### src/rtl/dm_stream_loader.sv
// ---------------------------------------------------------------------------
// dm_stream_loader
//
// Bulk-load stage placed directly in front of the single-ported data memory.
// Incoming stream bytes (for example BMP pixel bytes from the UART/SPI
// receiver) are packed little-endian into 16-bit words. The words are written
// sequentially into data memory, starting at a programmed base address.
// The memory port is shared with the CPU data port. The loader takes the port
// for exactly one cycle per word (the WR state). The CPU is stalled only when
// it requests an access during that cycle.
//
// Optional feature (build macro DM_LOADER_CHKSUM_EN):
//   When defined, an extra output port `chksum` is added. It carries the
//   running modulo-2^16 sum of every word written during the current load.
//   When undefined, the port and its adder are absent.
//
// Ports:
//   clk, rst        system clock, synchronous active-high reset
//   start           one-cycle pulse, begins a load when idle
//   base_addr       first word address, sampled on an accepted start
//   num_words       number of words to write, sampled on an accepted start
//   in_data/in_vld  byte stream input
//   in_rdy          loader accepts a byte this cycle
//   cpu_addr/cpu_re/cpu_we/cpu_wrt_data
//                   CPU data-port request
//   cpu_stall       CPU request not granted this cycle, CPU holds it
//   dm_addr/dm_re/dm_we/dm_wrt_data
//                   data-memory port (memory samples on negedge clk)
//   busy            load in progress
//   done            one-cycle pulse when a load completes
//   chksum          (DM_LOADER_CHKSUM_EN only) running word sum
// ---------------------------------------------------------------------------
module dm_stream_loader #(
  parameter int ADDR_W = 13,
  parameter int DATA_W = 16
) (
  input  logic              clk,
  input  logic              rst,
  input  logic              start,
  input  logic [ADDR_W-1:0] base_addr,
  input  logic [ADDR_W-1:0] num_words,
  input  logic [7:0]        in_data,
  input  logic              in_vld,
  output logic              in_rdy,
  input  logic [ADDR_W-1:0] cpu_addr,
  input  logic              cpu_re,
  input  logic              cpu_we,
  input  logic [DATA_W-1:0] cpu_wrt_data,
  output logic              cpu_stall,
  output logic [ADDR_W-1:0] dm_addr,
  output logic              dm_re,
  output logic              dm_we,
  output logic [DATA_W-1:0] dm_wrt_data,
  output logic              busy,
  output logic              done
`ifdef DM_LOADER_CHKSUM_EN
  ,
  output logic [15:0]       chksum
`endif
);

  localparam logic [1:0] ST_IDLE = 2'd0;
  localparam logic [1:0] ST_LO   = 2'd1;
  localparam logic [1:0] ST_HI   = 2'd2;
  localparam logic [1:0] ST_WR   = 2'd3;

  logic [1:0]        state_q, state_d;
  logic [ADDR_W-1:0] base_q,  base_d;
  logic [ADDR_W-1:0] num_q,   num_d;
  logic [ADDR_W-1:0] cnt_q,   cnt_d;
  logic [7:0]        lo_q,    lo_d;
  logic [7:0]        hi_q,    hi_d;
  logic              busy_q,  busy_d;
  logic              done_q,  done_d;

  logic [ADDR_W-1:0] cnt_inc;
  logic [ADDR_W-1:0] wr_addr;
  logic [DATA_W-1:0] packed_word;
  logic              wr_phase;

  // The write address is derived only from registered state. It is therefore
  // settled well before the memory samples it on the negedge. Modulo
  // wrap-around comes for free from the ADDR_W-wide sum.
  assign cnt_inc     = cnt_q + ADDR_W'(1);
  assign wr_addr     = base_q + cnt_q;
  assign packed_word = {hi_q, lo_q};
  assign wr_phase    = (state_q == ST_WR);

  // Next-state logic for the load sequencer.
  always_comb begin
    state_d = state_q;
    base_d  = base_q;
    num_d   = num_q;
    cnt_d   = cnt_q;
    lo_d    = lo_q;
    hi_d    = hi_q;
    busy_d  = busy_q;
    done_d  = 1'b0;

    case (state_q)
      ST_IDLE: begin
        if (start) begin
          base_d = base_addr;
          num_d  = num_words;
          cnt_d  = '0;
          // A zero-length load completes immediately. Busy stays low so the
          // done pulse is never seen alongside a stale busy.
          if (num_words == '0) begin
            done_d = 1'b1;
            busy_d = 1'b0;
          end else begin
            busy_d  = 1'b1;
            state_d = ST_LO;
          end
        end
      end

      ST_LO: begin
        if (in_vld) begin
          lo_d    = in_data;
          state_d = ST_HI;
        end
      end

      ST_HI: begin
        if (in_vld) begin
          hi_d    = in_data;
          state_d = ST_WR;
        end
      end

      ST_WR: begin
        cnt_d = cnt_inc;
        if (cnt_inc == num_q) begin
          state_d = ST_IDLE;
          busy_d  = 1'b0;
          done_d  = 1'b1;
        end else begin
          state_d = ST_LO;
        end
      end

      default: begin
        state_d = ST_IDLE;
        busy_d  = 1'b0;
      end
    endcase
  end

  // Sequencer registers. Reset also clears the base address, so the internal
  // write address returns to zero, and any half-assembled word is dropped.
  always_ff @(posedge clk) begin
    if (rst) begin
      state_q <= ST_IDLE;
      base_q  <= '0;
      num_q   <= '0;
      cnt_q   <= '0;
      lo_q    <= '0;
      hi_q    <= '0;
      busy_q  <= 1'b0;
      done_q  <= 1'b0;
    end else begin
      state_q <= state_d;
      base_q  <= base_d;
      num_q   <= num_d;
      cnt_q   <= cnt_d;
      lo_q    <= lo_d;
      hi_q    <= hi_d;
      busy_q  <= busy_d;
      done_q  <= done_d;
    end
  end

  // Memory port arbitration. The loader wins only in WR. Every other cycle
  // the CPU request passes straight through, including the odd re&we combo,
  // which the memory itself ignores.
  always_comb begin
    dm_addr     = cpu_addr;
    dm_re       = cpu_re;
    dm_we       = cpu_we;
    dm_wrt_data = cpu_wrt_data;
    cpu_stall   = 1'b0;
    if (wr_phase) begin
      dm_addr     = wr_addr;
      dm_re       = 1'b0;
      dm_we       = 1'b1;
      dm_wrt_data = packed_word;
      cpu_stall   = cpu_re | cpu_we;
    end
  end

  assign in_rdy = (state_q == ST_LO) || (state_q == ST_HI);
  assign busy   = busy_q;
  assign done   = done_q;

`ifdef DM_LOADER_CHKSUM_EN
  logic [15:0] chksum_q, chksum_d;

  // The running sum restarts on an accepted start. It accumulates each word in
  // its WR cycle and then holds after done until the next start.
  always_comb begin
    chksum_d = chksum_q;
    if (state_q == ST_IDLE && start) begin
      chksum_d = '0;
    end else if (wr_phase) begin
      chksum_d = chksum_q + 16'(packed_word);
    end
  end

  always_ff @(posedge clk) begin
    if (rst) begin
      chksum_q <= '0;
    end else begin
      chksum_q <= chksum_d;
    end
  end

  assign chksum = chksum_q;
`endif

endmodule

### config.mk
export PLATFORM = sky130hd
export DESIGN_NAME = dm_stream_loader
export DESIGN_NICKNAME = d
export VERILOG_FILES = /design/src/rtl/dm_stream_loader.sv
export SDC_FILE = /design/constraint.sdc
export NUM_CORES = 1
export LEC_CHECK = 0
export CAP_MARGIN = 20
export CORE_MARGIN = 2
export CORE_UTILIZATION = 40
export CTS_BUF_LIST = sky130_fd_sc_hd__clkbuf_4 sky130_fd_sc_hd__clkbuf_8
export DETAILED_ROUTE_END_ITERATION = 10
export PLACE_DENSITY = 0.74
export SLEW_MARGIN = 20
export SYNTH_ARGS = -nofsm -noshare
export SYNTH_HDL_FRONTEND = slang
export SYNTH_SLANG_ARGS = --single-unit
### constraint.sdc
create_clock -name clk -period 2.7 [get_ports clk]
set_clock_uncertainty 0.2 [all_clocks]
set_input_delay 0.27 -clock clk [delete_from_list [all_inputs] [get_ports clk]]
set_output_delay 0.27 -clock clk [all_outputs]
set_load 0.05 [all_outputs]
==> results.cfg, run 1 <==
[placement]
place.port_buffers = 103
dpl.cell_count = 681
dp_slack_ps = -123
hpwl_um = 7900
place_congestion = 0.807

[pwr]
p_per_area_nw_per_um2 = 701
power_mw = 3.76
ir_drop_v = 0.000720
p_leak_nw = 2.07

[route]
post_drt_wl_per_cell_um = 14.9
drt_pass1_iterations = 4
vias = 3749
drtIter0Drc = 223
drc = 0
via_per_inst = 5.38
ant_nets = 0
wl_um = 10400

[cts]
numCtsBuffers = 9
cts-root-buf = clkbuf_8
cts_sinks = 59
cts_max_level = 3
clkTransAtPathRegs_ps = 70
cts_buffer_depth = 2
cts_tree = done
clock_latency_ps = 340
cts_hold_buffers = 0

[timing]
setup_ws_ps = -338
clock.fmax_mhz = 329
period_share_pct = 113
slew_headroom_pct = 60.2
final_max_slew_viol_count = 0
finalSetupViolCount = 4
finalHoldViolCount = 0
grt_setup_unrepaired = true
tightest_slew_ps = 596
period_needed_ps = 3040
fin_tns_setup_ps = -904

[synth]
seq_area_frac_synth_pct = 31.7
synthArstFlopShare_pct = 0
synth_edf_count = 0
synth_nets = 562
yosysWarningCount = 0
synth_cell_types = 54
syn-cell-area_um2 = 3730
syn_area_per_cell_um2 = 7.87
postSynthRegisterBits = 59
postSynthCellCount = 474
ys.flop_type = dfxtp_1

[worst_setup_path]
worstPathArrival_ps = 2570
required_ps = 2230
end_kind = output port
path_max_fanout = 2
slowest_stage = fa_2
path_class = flop to output port
path_cells = ha_4, fa_2, a211oi_4, o21ai_2, a2111oi_4, or3_1, xnor2_1, mux2_4, buf_12
critical_path.max_stage_delay_ps = 380
worst_setup_path_start_kind = flop

[global_route]
gr-total-overflow = 0
antenna_found_initial = 0
grt_pass1_wl_um = 16400
grt_max_degree = 23
grt_pass1_vias = 3547
grt_usage_pct = 20.1

[floorplanning]
die_w_um = 101
pin_count = 104
die_area_um2 = 10100
rows = 35
initial_core_util_pct = 40.8
coreArea_um2 = 9150
die-height_um = 101

[hold_path]
hold_class = primary input to flop

[outcome]
status = finished, violations left
violations = negative setup slack

[finish]
fin_cells = 697
utilization_pct = 58.7
fin_nets = 669
area_growth_pct = 43.9
antennaDiodeCount = 0
layout-drive-gt1-share_pct = 21.5

[flow_run]
max_cap_viol_count = 0
## cell usage in the layout (no fill, tap or decap), drive strengths merged, types with 8 or more instances in the layout
cell type / netlist / routed
o21ai: 12 / 12
clkbuf: 20 / 11
dfxtp: 59 / 59
a21oi: 65 / 65
nor2: 33 / 33
nor3: 12 / 12
mux2: 25 / 25
buf: 10 / 55
xnor2: 16 / 16
xor2: 8 / 8
clkdlybuf4s50: 0 / 71
nand2: 83 / 83
ha: 18 / 18
nand3: 24 / 24
inv: 8 / 8
## metal layers
layer,track usage (%),vias to the layer above,routed length (µm)
met5,0,-,0
met4,7.80,0,126
met3,3.40,12,617
met2,33.4,119,5040
met1,26.1,1723,4590
li1,-,1895,-
## registers in the layout, indices dropped and copies added, names as in the netlist
register  count
busy          1
cnt_q        13
base_q       13
hi_q          8
lo_q          8
done          1
num_q        13
state_q       2
## synth_stat cells, drive strengths merged, types with 4 or more instances
cell type   n  area share (%)
a211oi      5             1.1
a21o        5             1.0
a21oi      65             8.8
a22oi       6             1.2
buf        10             1.2
clkbuf     20             2.0
dfxtp      59              32
ha         18             6.0
inv         8            0.80
mux2       25             7.5
mux2i       4             1.1
nand2      83             8.4
nand2b      4            0.67
nand3      24             3.4
nand4       5             1.2
nor2       33             3.3
nor3       12             1.6
nor4        6             1.2
o21a        6             1.2
o21ai      12             1.6
xnor2      16             3.8
xor2        8             1.9
## worst paths after layout
kind                                from          end  slack, ps  depth (start not counted)
worst max-delay path            cnt_q[0]  dm_addr[10]       -340                          9
worst min-delay path                 rst   state_q[1]        100                          2
worst max register to register  cnt_q[1]   state_q[0]        170                          8
worst min register to register   lo_q[6]      lo_q[6]        260                          2
## where the power goes
part	internal [mW]	leakage, nW	switching, mW
Clock	0.646	0.127	0.350
Sequential	0.989	0.483	0.0913
Combinational	0.674	1.46	1.01
## cells by family after synthesis
group,after synthesis,share of synthesized area (%)
compound gates,122,20.6
fa+ha+maj,19,6.57
flops,59,31.7
mux,29,8.62
buf+inv,38,4.06
xor+xnor,24,5.63
simple gates,183,22.9
## through the flow
step           cell area (µm²)  hold WS, ps
3_5_place_dp              5030          248
3_3_place_gp              5030          244
2_1_floorplan             3760          206
6_report                  5370         98.1
5_1_grt                   5370          110
4_1_cts                   5320         87.6
## final cells by class
class                      instances  area, µm²
timing repair buffer             126       1250
sequential                        59       1190
clock buffer                      11        145
clock inverter                     5        100
multi-input combinational        377       2510
inverter                           8       30.0
tap                              111        139
fill                             827       3780
## what timing repair did
item	CTS	global route
resized for setup	9	13
pin swaps	10	10
buffers inserted	1	2
endpoints found under the setup margin	7	10
## critical path: cells and delay by family, from the launching register on
family	cells	cell delay, ps
and+or+nand+nor	1	170
AOI/OAI and AO/OA	3	690
buffers and inverters	1	150
xor gates and xnor gates	1	70
adders and majority gates	2	540
muxes	1	270
DFF	1	340
(Power assumes the default switching activity.)
==> run 2: changes to the inputs <==
--- a/config.mk
+++ b/config.mk
@@ -10,6 +10,7 @@
 export CORE_UTILIZATION = 40
 export CTS_BUF_LIST = sky130_fd_sc_hd__clkbuf_4 sky130_fd_sc_hd__clkbuf_8
 export DETAILED_ROUTE_END_ITERATION = 10
+export GPL_TIMING_DRIVEN = 0
 export PLACE_DENSITY = 0.74
 export SLEW_MARGIN = 20
 export SYNTH_ARGS = -nofsm -noshare
==> run 2 against run 1 <==
The run still ends with negative setup slack left. Fmax shrank 2.6%. Clock power is 16% lower. Critical path depth did not move. Die area unchanged. Global-route usage grew 1.1 points. Largest power group unchanged. Sequential power hardly changed.
==> results.cfg, run 2 (same netlist as run 1, synthesis figures left out) <==
[timing]
grt_setup_unrepaired = true
setup_ws_ps = -419
final_max_slew_viol_count = 0
period_share_pct = 116
fin_tns_setup_ps = -1190
period_needed_ps = 3120
clock.fmax_mhz = 321
slew_headroom_pct = 57.7
tightest_slew_ps = 627
finalSetupViolCount = 4
finalHoldViolCount = 0

[pwr]
p_per_area_nw_per_um2 = 665
p_leak_nw = 2.02
ir_drop_v = 0.000804

[cts]
cts_sinks = 59
cts_tree = done
numCtsBuffers = 9
clock_latency_ps = 340
cts_hold_buffers = 0
cts_buffer_depth = 2
clkTransAtPathRegs_ps = 70
cts_max_level = 3
cts-root-buf = clkbuf_8

[worst_setup_path]
path_max_fanout = 2
required_ps = 2230
end_kind = output port
path_class = flop to output port
worst_setup_path_start_kind = flop
worstPathArrival_ps = 2650

[finish]
layout_commonest_cell = nand2_1
antennaDiodeCount = 0
seq_area_um2 = 1200
reg_top3 = base_q: 13 flops, cnt_q: 13 flops, num_q: 13 flops
utilization_pct = 58.2
mostFrequentLayoutCells = 83 x nand2_1, 71 x clkdlybuf4s50_1, 58 x a21oi_1
fin_nets = 678
layout-drive-gt1-share_pct = 18.5
multi_input_area_um2 = 2590
fillCellCount = 820
area_growth_pct = 42.8

[floorplanning]
initial_core_util_pct = 40.8
rows = 35
coreArea_um2 = 9150
die-height_um = 101
die_area_um2 = 10100
die_w_um = 101
pin_count = 104

[global_route]
grt_usage_pct = 21.2
antenna_found_initial = 0
grt_pass1_vias = 3682
grt_pass1_wl_um = 17200
grt_max_degree = 11
gr-total-overflow = 0

[route]
via_per_inst = 5.29
post_drt_wl_per_cell_um = 15.1
wl_um = 10600
vias = 3738
drc = 0
drtIter0Drc = 239
drt_pass1_iterations = 5
ant_nets = 0

[hold_path]
hold_class = primary input to flop

[flow_run]
max_cap_viol_count = 0

[outcome]
violations = negative setup slack
status = finished, violations left

[placement]
place.port_buffers = 101
hpwl_um = 8160
place_congestion = 0.931
## run 2: cell count changes in the layout (fill, tap and decap cells not counted), sizes merged
cell and delta:
buf -34, bufinv -2, clkbuf +24, clkinv +1
dlymetal6s2s +1, clkdlybuf4s15 +1, dlygate4sd2 +18
## run 2: layout make-up
cell class | count | share of cell area [%]
Buffer | 29 | 2.44
Clock buffer | 12 | 2.98
Clock inverter | 4 | 0.916
Inverter | 8 | 0.564
Multi-Input combinational cell | 377 | 48.6
Sequential cell | 59 | 22.5
Tap cell | 111 | 2.61
Timing Repair Buffer | 106 | 19.5
## run 2: metal layers
| metal | routed length [µm] | global-route usage (%) | vias to the layer above |
|---|---|---|---|
| met1 | 4930 | 28.5 | 1719 |
| met5 | 0 | 0 | - |
| li1 | - | - | 1917 |
| met4 | 91 | 7.27 | 0 |
| met3 | 540 | 3.68 | 8 |
| met2 | 5080 | 34.3 | 94 |
## run 2: timing repair
item / 4_1_cts / 5_1_grt
pin swaps: 14 / 13
setup endpoints to repair: 32 / 25
setup buffers: 5 / 2
resized for setup: 106 / 27
## run 2: metrics by stage
step / instance area (µm²) / cells / hold WS (ps) / setup slack (ps) / power, mW
after CTS: 5230 / 706 / 135 / -468 / 3.51
after detailed placement: 4910 / 686 / 247 / -848 / 2.68
after global routing: 5330 / 706 / 190 / -530 / 3.74
final: 5330 / 706 / 140 / -419 / 3.54
after global placement: 4910 / 686 / 241 / -801 / 2.65
after floorplan: 3760 / 474 / 206 / -10.3 / 2.18
## run 2: worst paths after layout
| path | from | endpoint | slack, ps | cells after the start |
|---|---|---|---|---|
| hold / removal | in_vld | lo_q[0] | 140 | 3 |
| hold reg to reg | lo_q[2] | lo_q[2] | 260 | 2 |
| setup / recovery | cnt_q[0] | dm_addr[10] | -420 | 9 |
| setup reg to reg | cnt_q[2] | done | 160 | 7 |
## run 2: power breakdown
group | internal [mW] | leakage [nW] | switching [mW]
logic | 0.590 | 1.43 | 1.03
registers | 0.986 | 0.484 | 0.0981
clock network | 0.485 | 0.110 | 0.349
## run 2: critical path, cell delays in order, from the launching register on
cell and delay (ps):
dfxtp_4 350, ha_4 160, fa_2 410, a211oi_4 260, o21ai_2 110, a2111oi_4 360, or3_1 180, xnor2_1 60
mux2_4 270, buf_8 150
